===== src/rtl/fifo_pkg.sv =====
// Shared types and sizing helpers for the FIFO write-port arbiter.
package fifo_pkg;

  typedef enum logic {
    IDLE  = 1'b0,
    BURST = 1'b1
  } arb_state_t;

  // Width of an index into n items; never returns zero so 1-bit buses stay legal.
  function automatic int clog2_safe(input int n);
    return (n < 2) ? 1 : $clog2(n);
  endfunction

  localparam int DEFAULT_DEPTH = 1024;
  localparam int OCC_W         = clog2_safe(DEFAULT_DEPTH) + 1;

endpackage


===== src/rtl/rr_priority_pick.sv =====
// Combinational round-robin pick: first valid requester after the rr pointer, wrapping.
module rr_priority_pick
  import fifo_pkg::*;
#(
  parameter  int NUM_REQ = 4,
  localparam int IDX_W   = clog2_safe(NUM_REQ)
) (
  input  logic [NUM_REQ-1:0] valid,
  input  logic [IDX_W-1:0]   rr,
  output logic [NUM_REQ-1:0] grant,
  output logic [IDX_W-1:0]   index,
  output logic               any
);

  int               pos;
  logic [IDX_W-1:0] pos_idx;

  // NOTE: every output gets a default before the loop so no path leaves one unassigned, which would infer a latch.
  always_comb begin
    grant   = '0;
    index   = '0;
    any     = 1'b0;
    pos     = 0;
    pos_idx = '0;
    for (int off = 1; off <= NUM_REQ; off++) begin
      pos = int'(rr) + off;
      if (pos >= NUM_REQ) pos = pos - NUM_REQ;
      pos_idx = IDX_W'(pos);
      if (!any && valid[pos_idx]) begin
        any            = 1'b1;
        grant[pos_idx] = 1'b1;
        index          = pos_idx;
      end
    end
  end

endmodule


===== src/rtl/fifo_wr_arbiter.sv =====
// Round-robin arbiter sharing one FIFO write port among NUM_REQ producers,
// with credit-based overrun protection and optional burst hold.
module fifo_wr_arbiter
  import fifo_pkg::*;
#(
  parameter  int NUM_REQ    = 4,
  parameter  int DATA_WIDTH = 16,
  parameter  int DATA_DEPTH = 1024,
  parameter  int MAX_BURST  = 4,
  localparam int IDX_W      = clog2_safe(NUM_REQ),
  localparam int OCC_BITS   = clog2_safe(DATA_DEPTH) + 1,
  localparam int BEAT_W     = clog2_safe(MAX_BURST + 1)
) (
  input  logic                          clk,
  input  logic                          rst,
  input  logic [NUM_REQ-1:0]            req_valid,
  input  logic [NUM_REQ*DATA_WIDTH-1:0] req_data,
  output logic [NUM_REQ-1:0]            req_ready,
  output logic                          fifo_write,
  output logic [DATA_WIDTH-1:0]         fifo_data,
  input  logic                          fifo_read,
  output logic [OCC_BITS-1:0]           occupancy,
  output logic [IDX_W-1:0]              grant_id,
  output logic                          busy
);

  arb_state_t             state, state_next;
  logic [IDX_W-1:0]       rr_ptr;
  logic [BEAT_W-1:0]      beat_cnt;
  logic [NUM_REQ-1:0]     pick_grant;
  logic [IDX_W-1:0]       pick_index;
  logic                   pick_any;
  logic [IDX_W-1:0]       xfer_index;
  logic [DATA_WIDTH-1:0]  xfer_data;
  logic                   can_accept;
  logic                   transfer;
  logic                   release_grant;
  logic                   rd_credit;

  rr_priority_pick #(.NUM_REQ(NUM_REQ)) u_pick (
    .valid (req_valid),
    .rr    (rr_ptr),
    .grant (pick_grant),
    .index (pick_index),
    .any   (pick_any)
  );

  assign can_accept = (occupancy < OCC_BITS'(DATA_DEPTH));
  assign transfer   = |(req_valid & req_ready);
  assign xfer_data  = req_data[int'(xfer_index)*DATA_WIDTH +: DATA_WIDTH];
  assign busy       = (state == BURST);
  // The pending write (fifo_write) is not yet in the FIFO, so it cannot be read out.
  assign rd_credit  = fifo_read && (occupancy != OCC_BITS'(fifo_write));

  // Ready is gated by reset so no beat can be handshaken during the reset cycle.
  always_comb begin
    req_ready     = '0;
    state_next    = state;
    release_grant = 1'b0;
    xfer_index    = grant_id;
    if (rst) begin
      if (state == IDLE) begin
        xfer_index = pick_index;
        if (can_accept && pick_any) begin
          req_ready = pick_grant;
          if (MAX_BURST > 1) state_next = BURST;
        end
      end else begin
        req_ready[grant_id] = req_valid[grant_id] && can_accept;
        if (!req_valid[grant_id]) begin
          state_next    = IDLE;
          release_grant = 1'b1;
        end else if (can_accept && (beat_cnt == BEAT_W'(MAX_BURST - 1))) begin
          state_next    = IDLE;
          release_grant = 1'b1;
        end
      end
    end
  end

  // NOTE: state registers use non-blocking assignments so every flop samples pre-edge values.
  always_ff @(posedge clk) begin
    if (!rst) begin
      state      <= IDLE;
      rr_ptr     <= IDX_W'(NUM_REQ - 1);
      beat_cnt   <= '0;
      grant_id   <= '0;
      occupancy  <= '0;
      fifo_write <= 1'b0;
      fifo_data  <= '0;
    end else begin
      state      <= state_next;
      fifo_write <= transfer;
      fifo_data  <= transfer ? xfer_data : '0;

      if (transfer && !rd_credit)      occupancy <= occupancy + 1'b1;
      else if (!transfer && rd_credit) occupancy <= occupancy - 1'b1;

      if (state == IDLE) begin
        if (transfer) begin
          grant_id <= pick_index;
          beat_cnt <= BEAT_W'(1);
          if (MAX_BURST == 1) rr_ptr <= pick_index;
        end
      end else begin
        if (transfer) beat_cnt <= beat_cnt + 1'b1;
        if (release_grant) begin
          rr_ptr   <= grant_id;
          beat_cnt <= '0;
        end
      end
    end
  end

endmodule


===== config.mk =====
export PLATFORM = sky130hd
export DESIGN_NAME = fifo_wr_arbiter
export DESIGN_NICKNAME = d
export VERILOG_FILES = /design/src/rtl/fifo_pkg.sv /design/src/rtl/rr_priority_pick.sv /design/src/rtl/fifo_wr_arbiter.sv
export SDC_FILE = /design/constraint.sdc
export NUM_CORES = 1
export LEC_CHECK = 0
export ABC_AREA = 1
export BUFFER_PORTS_ARGS = -buffer_cell sky130_fd_sc_hd__buf_2
export CAP_MARGIN = 20
export CORE_MARGIN = 2
export CORE_UTILIZATION = 50
export CTS_CLUSTER_DIAMETER = 40
export DETAILED_ROUTE_END_ITERATION = 7
export PLACE_DENSITY = 0.81
export SYNTH_ARGS = -nofsm -noshare
export SYNTH_HDL_FRONTEND = slang
export SYNTH_HIERARCHICAL = 1
export SYNTH_SLANG_ARGS = --single-unit

===== constraint.sdc =====
create_clock -name clk -period 7.3 [get_ports clk]
set_input_delay 0.73 -clock clk [delete_from_list [all_inputs] [get_ports clk]]
set_output_delay 0.73 -clock clk [all_outputs]
set_load 0.01 [all_outputs]

# Yosys cells after proc, flatten, opt, wreduce, memory -nomap -nowiden
# Cells that the tools add are included.
totals:
  rom_bits: 0
  output_inout_bits: 35
  ff_bits: 36
  latch_bits: 0
  ram_bits: 0
  mem_count: 0
  inputBits: 71
classes:
  div_mod_pow: 0
  shift: 1
  n_mux: 55
  eq_ne: 2
  multipliers: 0
  reduce_logical: 27
  n_lt_le_gt_ge: 15
  bitwise_logic: 6
  n_addsub: 11
op_table:
  columns: ["cell", "n"]
  rows:
  - ["$shiftx A64 B7 Y16", 1]
  - ["$mux W4", 7]
  - ["$mux W1", 22]
  - ["$mux W11", 2]
  - ["$mux W2", 10]
  - ["$lt A2 B3 Y1 const B", 5]
  - ["$logic_and A1 B1 Y1", 14]
  - ["$mux W3", 4]
  - ["$or A4 B4 Y4", 3]
  - ["$add A11 B1 Y11 const B", 1]
  - ["$lt A11 B11 Y1 const B", 1]
  - ["$ne A11 B1 Y1", 1]
  - ["$sub A11 B1 Y11 const B", 1]
  - ["$bmux W1 S2", 5]
  - ["$demux W1 S2", 5]
  - ["$ge A2 B1 Y1 const B", 5]
  - ["$ge A3 B3 Y1 const B", 3]
  - ["$and A4 B4 Y4", 2]
  - ["$reduce_and A2 Y1", 4]
  - ["$sub A2 B1 Y2 const B", 4]
  - ["$add A2 B2 Y3 const B", 2]
  - ["$reduce_bool A2 Y1", 3]
  - ["$logic_not A1 Y1", 5]
  - ["$add A2 B3 Y4 const B", 1]
  - ["other kinds (6)", 6]

# Logic depth before layout (Yosys ltp)
# Gate-level depths: netlist of run 1.
logic_depth:
  word_depth: 25
  ltp_mapped: 27
  ltp_nobuf: 27

# Cells and area by module
# Netlist of run 1, hierarchy kept.
by_module_without_submodules:
  columns: ["module", "instances", "area_each_um2", "cells_each", "seq_area_each_um2"]
  rows:
  - ["fifo_wr_arbiter", 1, 2361.0, 351, 720.7]
  - ["rr_priority_pick", 1, 457.9, 74, 0.0]

# Worst setup path before layout of run 1
# OpenSTA, ideal clock, no wires.
synth_path:
  kind: "reg-to-reg"
  start: "reg rr_ptr[0]"
  end: "reg occupancy[8]"
  slack_ns: 3.696
  required_time_ns: 7.185
  arrival_time_ns: 3.488
  path_stages_with_launch: 27
  synth_period_minus_slack_ns: 3.604
  setup_time_ns: 0.115
  path_cell_list: "dfxtp_1 inv_2 ha_1 inv_1 nand2_2 nand2_2 nor2_2 a21oi_1 nand3_1 nand3_1 nand2_1 nand4_1 nand2_1 inv_1 nand2_2 ha_1 inv_1 ha_1 nand2_1 nand2_1 a31oi_1 o21ai_0 nand3_1 nand3_1 nand2_1 o21ai_0 inv_1"
synth_rtl:
  columns: ["item", "line_no", "source"]
  rows:
  - ["from (decl)", "fifo_wr_arbiter.sv:28", "logic [IDX_W-1:0] rr_ptr;"]
  - ["from (signal assigned)", "fifo_wr_arbiter.sv:85", "rr_ptr <= IDX_W'(NUM_REQ - 1);"]
  - ["from (signal assigned)", "fifo_wr_arbiter.sv:103", "if (MAX_BURST == 1) rr_ptr <= pick_index;"]
  - ["from (signal assigned)", "fifo_wr_arbiter.sv:108", "rr_ptr <= grant_id;"]
  - ["branches (longest 14 deep; another with $add A2 B1 Y3)", null, null]
  - ["$mux W4 (*)", "rr_priority_pick.sv:29", "if (!any && valid[pos_idx]) begin"]
  - ["net pick_grant[0]", "fifo_wr_arbiter.sv:30", "logic [NUM_REQ-1:0] pick_grant;"]
  - ["$mux W4 (*)", "fifo_wr_arbiter.sv:64", "if (can_accept && pick_any) begin"]
  - ["$mux W4 (*)", "fifo_wr_arbiter.sv:62", "if (state == IDLE) begin"]
  - ["$mux W4 (*)", "fifo_wr_arbiter.sv:61", "if (rst) begin"]
  - ["$and A4 B4 Y4 (*)", "fifo_wr_arbiter.sv:49", "assign transfer = |(req_valid & req_ready);"]
  - ["$reduce_or A4 Y1 (*)", "fifo_wr_arbiter.sv:49", null]
  - ["net transfer", "fifo_wr_arbiter.sv:36", "logic transfer;"]
  - ["$logic_not A1 Y1", "fifo_wr_arbiter.sv:97", "else if (!transfer && rd_credit) occupancy <= occupancy - 1'b1;"]
  - ["$logic_and A1 B1 Y1", "fifo_wr_arbiter.sv:97", null]
  - ["$reduce_bool A2 Y1 (no source line)", null, null]
  - ["to (signal assigned)", "fifo_wr_arbiter.sv:96", "if (transfer && !rd_credit) occupancy <= occupancy + 1'b1;"]
  - ["to (signal assigned)", "fifo_wr_arbiter.sv:97", null]
  - ["to (decl)", "fifo_wr_arbiter.sv:22", "output logic [OCC_BITS-1:0] occupancy,"]
# Mark *: on every way through the listed nets, which the timed path passes. The select of a mux whose other input is x is not followed.
# A chain may end at the register's enable or synchronous reset.

# Final worst setup path of run 1
# Ends and elaborated chain as after synthesis.

==> impl_table.tex, run 1 <==
\begin{tabular}{lr}
\hline
Metric & Value \\
\hline
\multicolumn{2}{l}{\textbf{Synth}} \\
Mapped Avg Cell Area & 6.63 um\^{}2 \\
Main combinational cell family by area after synthesis & simple AND/OR/NAND/NOR gates \\
Mux cell area share after synthesis & 0 \\
Top cells by area in the synthesized netlist & dfxtp\_1, ha\_1, nand2\_1 \\
Cell count after synthesis & 425 \\
Post-synth top flop & dfxtp\_1 \\
Total of flip-flops plus latches after synthesis & 36 \\
Area fraction in compound gates after synthesis & 0.225 \\
Mapped Nets & 517 \\
Cell type with the highest aggregate area in the netlist & dfxtp\_1 \\
Proportion of register bits with asynchronous set or reset after synthesis & 0 \\
Post-synth top area share & 0.256 \\
Seq/Total Area, Yosys & 0.256 \\
Number of enable flip-flop cells after synthesis & 0 \\
Simple-gate portion of the synthesized area & 0.312 \\
Synthesized area & 2820 um\^{}2 \\
Post-synthesis cell type count & 38 \\
Most frequent cells after synthesis & nand2\_1, nor2\_1, o21ai\_0 \\
Adder-cell share of the synthesized area & 0.0959 \\
Xor/xnor cell area share of the yosys netlist & 0.0249 \\
Most common cell in the synthesized netlist & nand2\_1 \\
Yosys warning total & 6 \\
\multicolumn{2}{l}{\textbf{Cells and area}} \\
Proportion of layout cells with a drive suffix above 1 & 0.273 \\
Antenna Cells & 0 \\
Number of nets in the layout & 614 \\
Summed area of non-filler cells in the final layout & 3460 um\^{}2 \\
Area Overhead vs Synth & 22.6\% \\
\multicolumn{2}{l}{\textbf{Floorplan}} \\
Vertical die dimension & 79.1 um \\
Num ports & 106 \\
Die Outline Area & 6250 um\^{}2 \\
Width of the chip & 79.1 um \\
Core Box Area & 5470 um\^{}2 \\
Initial Util & 0.515 \\
Site row count & 27 \\
\multicolumn{2}{l}{\textbf{Worst setup path}} \\
Cell family with most CP delay & simple AND/OR/NAND/NOR gates \\
Crit-path slowest cell & dfxtp\_1 \\
Cell with the most instances on the worst path & nand2\_1 \\
Category of the worst setup path capture point & flop \\
Start-to-end type of the worst setup path & flop to flop \\
Worst path max stage delay & 0.53 ns \\
Nature of the critical path startpoint & flop \\
Crit path buf inv count & 5 \\
Largest fanout of any net on the critical path & 10 \\
Data required time at the worst endpoint & 7.49 ns \\
Critical path data arrival time & 4.43 ns \\
\multicolumn{2}{l}{\textbf{Clock tree}} \\
CTS tree & built \\
Post-CTS repair timing setup buffer count & 0 \\
Number of resized instances in the post-cts repair step & 0 \\
Worst skew pair latency & 0.29 ns \\
Number of hold-repair buffers added at the cts stage & 0 \\
CTS H-tree lvls & 2 \\
CTS Root Cell & clkbuf\_8 \\
Number of CTS-inserted buffers & 5 \\
Total clock sinks & 36 \\
Longest Clk Path Bufs & 2 \\
Clock slew seen by the registers of the worst setup and hold paths & 0.08 ns \\
\multicolumn{2}{l}{\textbf{Drt}} \\
Count of nets left with antenna violations after detail routing & 0 \\
Number of DRC violations after detailed routing & 0 \\
Via count & 3212 \\
Average vias per placed instance & 5.40 \\
Post-detailed-route wirelength per cell & 13.6 um \\
Count of TritonRoute iterations in the first routing pass & 5 \\
Number of DRC markers in iteration 0 & 91 \\
Detailed Route WL & 8090 um \\
\multicolumn{2}{l}{\textbf{Global route}} \\
Initial antenna violation count & 0 \\
Vias in the first global route & 2847 \\
Total global-route track usage & 0.245 \\
Global route overflow & 0 \\
Pin count of the biggest net entering global routing & 34 \\
Wire length of the first global-routing pass & 12500 um \\
\multicolumn{2}{l}{\textbf{STA}} \\
Post-route minimum period & 4.24 ns \\
Hold Fails Final Rpt & 0 \\
Highest achievable clock rate & 236 MHz \\
Slew @ Worst Pin & 0.909 ns \\
Slew Limit Fails & 0 \\
Worst path setup slack after routing & 3.06 ns \\
Max Clock Skew & 0.00572 ns \\
Post-route clock period utilization & 0.581 \\
Unrepaired setup endpoints after global routing & false \\
Worst-case headroom to the max-slew limit & 0.393 \\
Setup TNS & 0 ns \\
Final count of negative-setup-slack endpoints & 0 \\
\multicolumn{2}{l}{\textbf{Outcome}} \\
Outcome & completed \\
\multicolumn{2}{l}{\textbf{Power}} \\
Peak supply drop & 0.213 mV \\
P per Cell Area & 485 nW/um\^{}2 \\
Static power due to leakage & 0.00182 uW \\
\multicolumn{2}{l}{\textbf{Placement}} \\
Final HPWL from detailed placement & 6130 um \\
Number of port buffers & 105 \\
Post-placement worst setup slack & 3.15 ns \\
Placed instance area & 3350 um\^{}2 \\
Final Wtd Congestion & 0.925 \\
\multicolumn{2}{l}{\textbf{Job}} \\
Number of max-cap violations & 0 \\
\multicolumn{2}{l}{\textbf{Worst hold path}} \\
Class of the most critical hold timing path & flop to flop \\
\hline
\end{tabular}
## registers in the layout, indices dropped and copies added (netlist names)
| signal | count |
|---|---|
| fifo_data | 16 |
| occupancy | 11 |
| beat_cnt | 3 |
| grant_id | 2 |
| rr_ptr | 2 |
| busy | 1 |
| fifo_write | 1 |
## metrics by stage
| step | utilization | hold slack, ns | total power (uW) | instances |
|---|---|---|---|---|
| 2_1_floorplan | - | 0.451 | 1260 | 425 |
| 3_3_place_gp | 0.613 | 0.462 | 1480 | 586 |
| 3_5_place_dp | 0.613 | 0.476 | 1510 | 586 |
| 4_1_cts | 0.629 | 0.488 | 1660 | 594 |
| 5_1_grt | 0.631 | 0.506 | 1850 | 595 |
| 6_report | 0.631 | 0.485 | 1680 | 595 |
## power breakdown
part / switching, uW / internal, uW
combinational: 757 / 443
clock: 76.6 / 66.6
sequential: 72.2 / 260
## worst paths after layout
path	start	end	slack (ns)	depth (start not counted)
max	rr_ptr[0]	occupancy[8]	3.06	26
min	beat_cnt[2]	beat_cnt[2]	0.48	2
max reg2reg	rr_ptr[0]	occupancy[8]	3.06	26
min reg2reg	beat_cnt[2]	beat_cnt[2]	0.48	2
## cells by family after synthesis
group,after synthesis
XOR/XNOR,8
buffers and inverters,56
flip-flops,36
AND/OR/NAND/NOR,194
adder cells (fa/ha/maj),21
AO/OA/AOI/OAI,110
## worst register-to-register path, delay by kind of cell (launching register included)
kind / cells / cell delay (ns)
AND/OR/NAND/NOR: 14 / 1.44
adder cells (fa/ha/maj): 3 / 1.01
AO/OA/AOI/OAI: 4 / 0.60
buffers and inverters: 5 / 0.58
flip-flops: 1 / 0.53
## layout by cell type (no fill, tap or decap), types with 3 or more instances in the layout
cell | synthesis | final
a21oi_1 | 34 | 34
clkbuf_8 | 0 | 5
inv_2 | 5 | 5
nand3_1 | 33 | 33
o21ai_1 | 5 | 4
dfxtp_1 | 36 | 36
nand2_2 | 9 | 9
o21ai_0 | 39 | 39
a21boi_0 | 4 | 4
xor2_1 | 7 | 7
nor3_1 | 3 | 3
nand2_1 | 65 | 65
nor2_2 | 3 | 3
buf_2 | 6 | 105
nand4_1 | 12 | 12
nor2_1 | 63 | 63
ha_1 | 20 | 20
o21bai_1 | 18 | 18
inv_1 | 32 | 32
## cell type report
type / count / area, um^2
fill: 545 / 2020
multi-input combinational: 333 / 1860
sequential: 36 / 721
timing repair buffer: 107 / 548
inverter: 39 / 151
tap: 72 / 90.1
clock buffer: 5 / 68.8
clock inverter: 3 / 18.8
## metal layers
| layer | part of all wire | routed length [um] | global-route usage | vias to the layer above |
|---|---|---|---|---|
| met2 | 0.49 | 3930 | 0.444 | 131 |
| met5 | 0 | 0 | 0 | - |
| met1 | 0.41 | 3320 | 0.281 | 1444 |
| li1 | - | - | - | 1618 |
| met4 | 0.025 | 199 | 0.0810 | 0 |
| met3 | 0.079 | 639 | 0.0591 | 19 |
Power figures use the tool's default switching activity.
==> run 2, diff against run 1 <==
Settings changed: CORE_UTILIZATION 50 to 45, PLACE_DENSITY 0.81 to 0.77.
Clock period 7.3 ns to 3.7 ns, I/O delays scaled along.
==> impl_table.tex, run 2 (synthesis results as in run 1) <==
\begin{tabular}{lr}
\hline
Metric & Value \\
\hline
\multicolumn{2}{l}{\textbf{Outcome}} \\
Outcome & completed \\
\multicolumn{2}{l}{\textbf{Worst setup path}} \\
Crit path buf inv count & 6 \\
Cell with the most instances on the worst path & nand2\_2 \\
Worst path max stage delay & 0.35 ns \\
Start-to-end type of the worst setup path & flop to flop \\
Largest fanout of any net on the critical path & 10 \\
Critical path data arrival time & 3.58 ns \\
Crit-path slowest cell & dfxtp\_1 \\
Data required time at the worst endpoint & 3.89 ns \\
Category of the worst setup path capture point & flop \\
Cell family with most CP delay & simple AND/OR/NAND/NOR gates \\
Nature of the critical path startpoint & flop \\
\multicolumn{2}{l}{\textbf{Floorplan}} \\
Initial Util & 0.471 \\
Site row count & 28 \\
Vertical die dimension & 83.1 um \\
Core Box Area & 5990 um\^{}2 \\
Num ports & 106 \\
Width of the chip & 83.1 um \\
Die Outline Area & 6910 um\^{}2 \\
\multicolumn{2}{l}{\textbf{STA}} \\
Hold Fails Final Rpt & 0 \\
Max Clock Skew & 0.00600 ns \\
Slew @ Worst Pin & 0.785 ns \\
Slew Limit Fails & 0 \\
Setup TNS & 0 ns \\
Post-route clock period utilization & 0.917 \\
Highest achievable clock rate & 295 MHz \\
Final count of negative-setup-slack endpoints & 0 \\
Post-route minimum period & 3.39 ns \\
Worst-case headroom to the max-slew limit & 0.476 \\
\multicolumn{2}{l}{\textbf{Cells and area}} \\
Most used cells in the layout excluding fill and tap cells & buf\_2, nand2\_1, nor2\_1 \\
Proportion of layout cells with a drive suffix above 1 & 0.321 \\
Commonest non-fill, non-tap cell in the layout & buf\_2 \\
Area of the multi-input gates & 2000 um\^{}2 \\
Area taken by flip-flops and latches & 721 um\^{}2 \\
Area Overhead vs Synth & 30.4\% \\
Final cell utilization of the core & 0.614 \\
Antenna Cells & 0 \\
Number of nets in the layout & 623 \\
Fillers & 542 \\
Largest register FFs & 16 \\
Register containing the most flip-flops in the final layout & fifo\_data \\
Final instance count without filler cells & 607 \\
Regs by FF count & fifo\_data (16), occupancy (11), beat\_cnt (3) \\
\multicolumn{2}{l}{\textbf{Drt}} \\
Via count & 3253 \\
Count of TritonRoute iterations in the first routing pass & 4 \\
Number of DRC markers in iteration 0 & 123 \\
Average vias per placed instance & 5.36 \\
Count of nets left with antenna violations after detail routing & 0 \\
Detailed Route WL & 8050 um \\
Number of DRC violations after detailed routing & 0 \\
Post-detailed-route wirelength per cell & 13.3 um \\
\multicolumn{2}{l}{\textbf{Power}} \\
P per Cell Area & 990 nW/um\^{}2 \\
Static power due to leakage & 0.00188 uW \\
Peak supply drop & 0.465 mV \\
Pwr Total & 3640 uW \\
\multicolumn{2}{l}{\textbf{Clock tree}} \\
Clock slew seen by the registers of the worst setup and hold paths & 0.08 ns \\
Number of CTS-inserted buffers & 5 \\
CTS H-tree lvls & 2 \\
CTS tree & built \\
CTS Root Cell & clkbuf\_8 \\
Total clock sinks & 36 \\
Number of hold-repair buffers added at the cts stage & 0 \\
Longest Clk Path Bufs & 2 \\
Worst skew pair latency & 0.29 ns \\
\multicolumn{2}{l}{\textbf{Job}} \\
Number of max-cap violations & 0 \\
\multicolumn{2}{l}{\textbf{Worst hold path}} \\
Class of the most critical hold timing path & input pin to flop \\
\multicolumn{2}{l}{\textbf{Global route}} \\
Initial antenna violation count & 0 \\
Total global-route track usage & 0.217 \\
Wire length of the first global-routing pass & 12800 um \\
Global route overflow & 0 \\
Vias in the first global route & 2900 \\
Pin count of the biggest net entering global routing & 34 \\
\multicolumn{2}{l}{\textbf{Placement}} \\
Cell count after placement & 597 \\
Final HPWL from detailed placement & 5860 um \\
Final Wtd Congestion & 0.978 \\
Number of port buffers & 105 \\
\hline
\end{tabular}
## run 2: changes by cell type in the layout (fill, tap and decap cells not counted), moves of 2 or more
cell and delta:
buf_4 +10, a21oi_2 +3, ha_1 -7, nor2_4 +2, ha_4 +7, inv_1 -2, nor2_2 -2, a21oi_1 -4
## run 2: final timing paths
check,to,start,slack [ns],cells after the start
worst max-delay path,occupancy[5],rr_ptr[0],0.31,26
worst min-delay path,fifo_data[5],req_data[21],0.37,3
worst max register to register,occupancy[5],rr_ptr[0],0.31,26
worst min register to register,beat_cnt[2],beat_cnt[2],0.48,2
## run 2: layer usage
metal / part of all wire / track usage
met2: 0.46 / 0.356
met5: 0 / 0
met3: 0.075 / 0.0487
met1: 0.44 / 0.287
met4: 0.016 / 0.0611
## run 2: report_power, final
group | total [uW] | switching, uW | internal, uW
Clock | 301 | 152 | 149
Combinational | 2710 | 1630 | 1080
Sequential | 629 | 116 | 513
## run 2: timing repair
action	4_1_cts	5_1_grt
buffers inserted	0	2
resized for setup	3	26
pin swaps	0	4
endpoints found under the setup margin	3	7
## run 2: per-stage QoR
stage | setup slack, ns | hold slack [ns] | area, um^2
detailed placement | -0.0425 | 0.466 | 3420
floorplan | 0.0961 | 0.451 | 2820
finish | 0.309 | 0.368 | 3680
global route | -0.0193 | 0.380 | 3680
global placement | 0.0493 | 0.463 | 3420
CTS | 0.110 | 0.365 | 3520
## run 2: worst register-to-register path, delay by kind of cell (launching register included)
family / cells / cell delay (ns)
AND/OR/NAND/NOR: 12 / 1.19
XOR/XNOR: 1 / 0.13
flip-flops: 1 / 0.35
buffers and inverters: 6 / 0.57
AO/OA/AOI/OAI: 5 / 0.65
adder cells (fa/ha/maj): 2 / 0.41
## run 2: final cells by class
class                   count  area share
multi-input cells         333       0.545
flip-flops and latches     36       0.196
repair buffers            116       0.165
inverters                  39      0.0425
well taps                  75      0.0255
clock buffers               6      0.0225
clock inverters             2     0.00272
==> run 3, diff against run 2 <==
Settings changed: CORE_ASPECT_RATIO from default to 1.5.
==> impl_table.tex, run 3 (synthesis results as in run 1) <==
\begin{tabular}{lr}
\hline
Metric & Value \\
\hline
\multicolumn{2}{l}{\textbf{Outcome}} \\
Outcome & completed \\
\multicolumn{2}{l}{\textbf{Floorplan}} \\
Site row count & 35 \\
Vertical die dimension & 101 um \\
Core Box Area & 6090 um\^{}2 \\
Width of the chip & 68.6 um \\
Die Outline Area & 6930 um\^{}2 \\
Num ports & 106 \\
Initial Util & 0.463 \\
\multicolumn{2}{l}{\textbf{STA}} \\
Slew @ Worst Pin & 0.797 ns \\
Worst-case headroom to the max-slew limit & 0.468 \\
Final count of negative-setup-slack endpoints & 0 \\
Slew Limit Fails & 0 \\
Hold Fails Final Rpt & 0 \\
Post-route clock period utilization & 0.971 \\
Setup TNS & 0 ns \\
Max Clock Skew & 0.00830 ns \\
Highest achievable clock rate & 278 MHz \\
Post-route minimum period & 3.59 ns \\
\multicolumn{2}{l}{\textbf{Clock tree}} \\
CTS tree & built \\
Worst skew pair latency & 0.29 ns \\
Number of CTS-inserted buffers & 5 \\
CTS H-tree lvls & 2 \\
CTS Root Cell & clkbuf\_8 \\
Longest Clk Path Bufs & 2 \\
Clock slew seen by the registers of the worst setup and hold paths & 0.08 ns \\
Number of hold-repair buffers added at the cts stage & 0 \\
Total clock sinks & 36 \\
\multicolumn{2}{l}{\textbf{Drt}} \\
Number of DRC markers in iteration 0 & 148 \\
Via count & 3319 \\
Count of TritonRoute iterations in the first routing pass & 4 \\
Number of DRC violations after detailed routing & 0 \\
Post-detailed-route wirelength per cell & 14.0 um \\
Detailed Route WL & 8570 um \\
Count of nets left with antenna violations after detail routing & 0 \\
Average vias per placed instance & 5.42 \\
\multicolumn{2}{l}{\textbf{Cells and area}} \\
Most used cells in the layout excluding fill and tap cells & buf\_2, nor2\_1, nand2\_1 \\
Regs by FF count & fifo\_data (16), occupancy (11), beat\_cnt (3) \\
Largest register FFs & 16 \\
Commonest non-fill, non-tap cell in the layout & buf\_2 \\
Register containing the most flip-flops in the final layout & fifo\_data \\
Proportion of layout cells with a drive suffix above 1 & 0.349 \\
Antenna Cells & 0 \\
Number of nets in the layout & 629 \\
Area Overhead vs Synth & 34.4\% \\
\multicolumn{2}{l}{\textbf{Placement}} \\
Final Wtd Congestion & 0.990 \\
Number of port buffers & 105 \\
Final HPWL from detailed placement & 6040 um \\
\multicolumn{2}{l}{\textbf{Worst setup path}} \\
Series of cell instances along the critical path & inv\_2 > ha\_4 > inv\_1 > nand2\_4 > a21boi\_0 > a21oi\_1 > nand3\_1 > nand3\_1 > nand2\_1 > nand4\_1 > nand2\_1 > inv\_1 > nand2\_2 > ha\_4 > clkinvlp\_4 > clkbuf\_4 > ha\_2 > nand2\_1 > nor2\_1 > nand3\_1 > nand3\_2 > xor2\_1 > nand2\_1 > a21oi\_2 \\
Category of the worst setup path capture point & flop \\
Cell with the most instances on the worst path & nand2\_1 \\
Cell family with most CP delay & simple AND/OR/NAND/NOR gates \\
Crit-path slowest cell & ha\_2 \\
Critical path data arrival time & 3.83 ns \\
Data required time at the worst endpoint & 3.93 ns \\
Largest fanout of any net on the critical path & 6 \\
Crit path buf inv count & 5 \\
Nature of the critical path startpoint & flop \\
Start-to-end type of the worst setup path & flop to flop \\
Worst path max stage delay & 0.40 ns \\
\multicolumn{2}{l}{\textbf{Power}} \\
Pwr Total & 3820 uW \\
Static power due to leakage & 0.00192 uW \\
P per Cell Area & 1010 nW/um\^{}2 \\
Peak supply drop & 0.518 mV \\
\multicolumn{2}{l}{\textbf{Global route}} \\
Vias in the first global route & 2972 \\
Global route overflow & 0 \\
Pin count of the biggest net entering global routing & 33 \\
Initial antenna violation count & 0 \\
Wire length of the first global-routing pass & 12700 um \\
Total global-route track usage & 0.234 \\
\multicolumn{2}{l}{\textbf{Job}} \\
Number of max-cap violations & 0 \\
\multicolumn{2}{l}{\textbf{Worst hold path}} \\
Class of the most critical hold timing path & input pin to flop \\
\hline
\end{tabular}
## run 3: worst paths after layout
check | slack, ns | endpoint | depth (start not counted) | from
worst max-delay path | 0.11 | occupancy[10] | 24 | rr_ptr[0]
worst min-delay path | 0.38 | fifo_data[2] | 3 | req_data[34]
worst max register to register | 0.11 | occupancy[10] | 24 | rr_ptr[0]
worst min register to register | 0.48 | beat_cnt[1] | 2 | beat_cnt[1]
## run 3: power by group
| group | internal [uW] | switching, uW | total [uW] |
|---|---|---|---|
| logic | 1140 | 1690 | 2830 |
| clock network | 200 | 151 | 351 |
| registers | 515 | 128 | 643 |
## run 3: area by class of cell
type,count,area [um^2]
fillers,560,2300
multi-input cells,333,2050
flip-flops and latches,36,723
repair buffers,122,661
inverters,39,155
well taps,74,92.6
clock buffers,6,72.6
clock inverters,2,35.0
## run 3: per-layer routing
metal,part of all wire,track usage,routed length (um),up-vias
met1,0.38,0.253,3290,1488
met5,0,0,0,-
met3,0.079,0.0447,675,23
li1,-,-,-,1653
met2,0.51,0.433,4360,155
met4,0.028,0.0846,243,0
## run 3: repair_timing
item                                   CTS  global route
gates resized for setup                 10            35
endpoints found under the hold margin    0             0
setup endpoints to repair                4             7
pin swaps                                0            16
setup buffers                            3             5
## run 3: worst register-to-register path: stages (launching register included)
cell,delay (ns)
dfxtp_2,0.33
inv_2,0.11
ha_4,0.23
inv_1,0.13
nand2_4,0.09
a21boi_0,0.30
a21oi_1,0.08
nand3_1,0.09
nand3_1,0.08
nand2_1,0.09
nand4_1,0.10
nand2_1,0.12
inv_1,0.07
nand2_2,0.09
ha_4,0.16
clkinvlp_4,0.08
clkbuf_4,0.17
ha_2,0.40
nand2_1,0.11
nor2_1,0.14
nand3_1,0.11
nand3_2,0.09
xor2_1,0.14
nand2_1,0.08
a21oi_2,0.14
## run 3: stage by stage
stage	utilization	std cells	hold slack, ns	instance area [um^2]	worst slack [ns]
final	0.623	612	0.382	3790	0.107
after global routing	0.623	612	0.373	3790	-0.196
after global placement	0.560	595	0.463	3410	0.0470
after CTS	0.588	606	0.373	3580	0.00805
after floorplan	-	425	0.451	2820	0.0961
after detailed placement	0.560	595	0.466	3410	-0.117
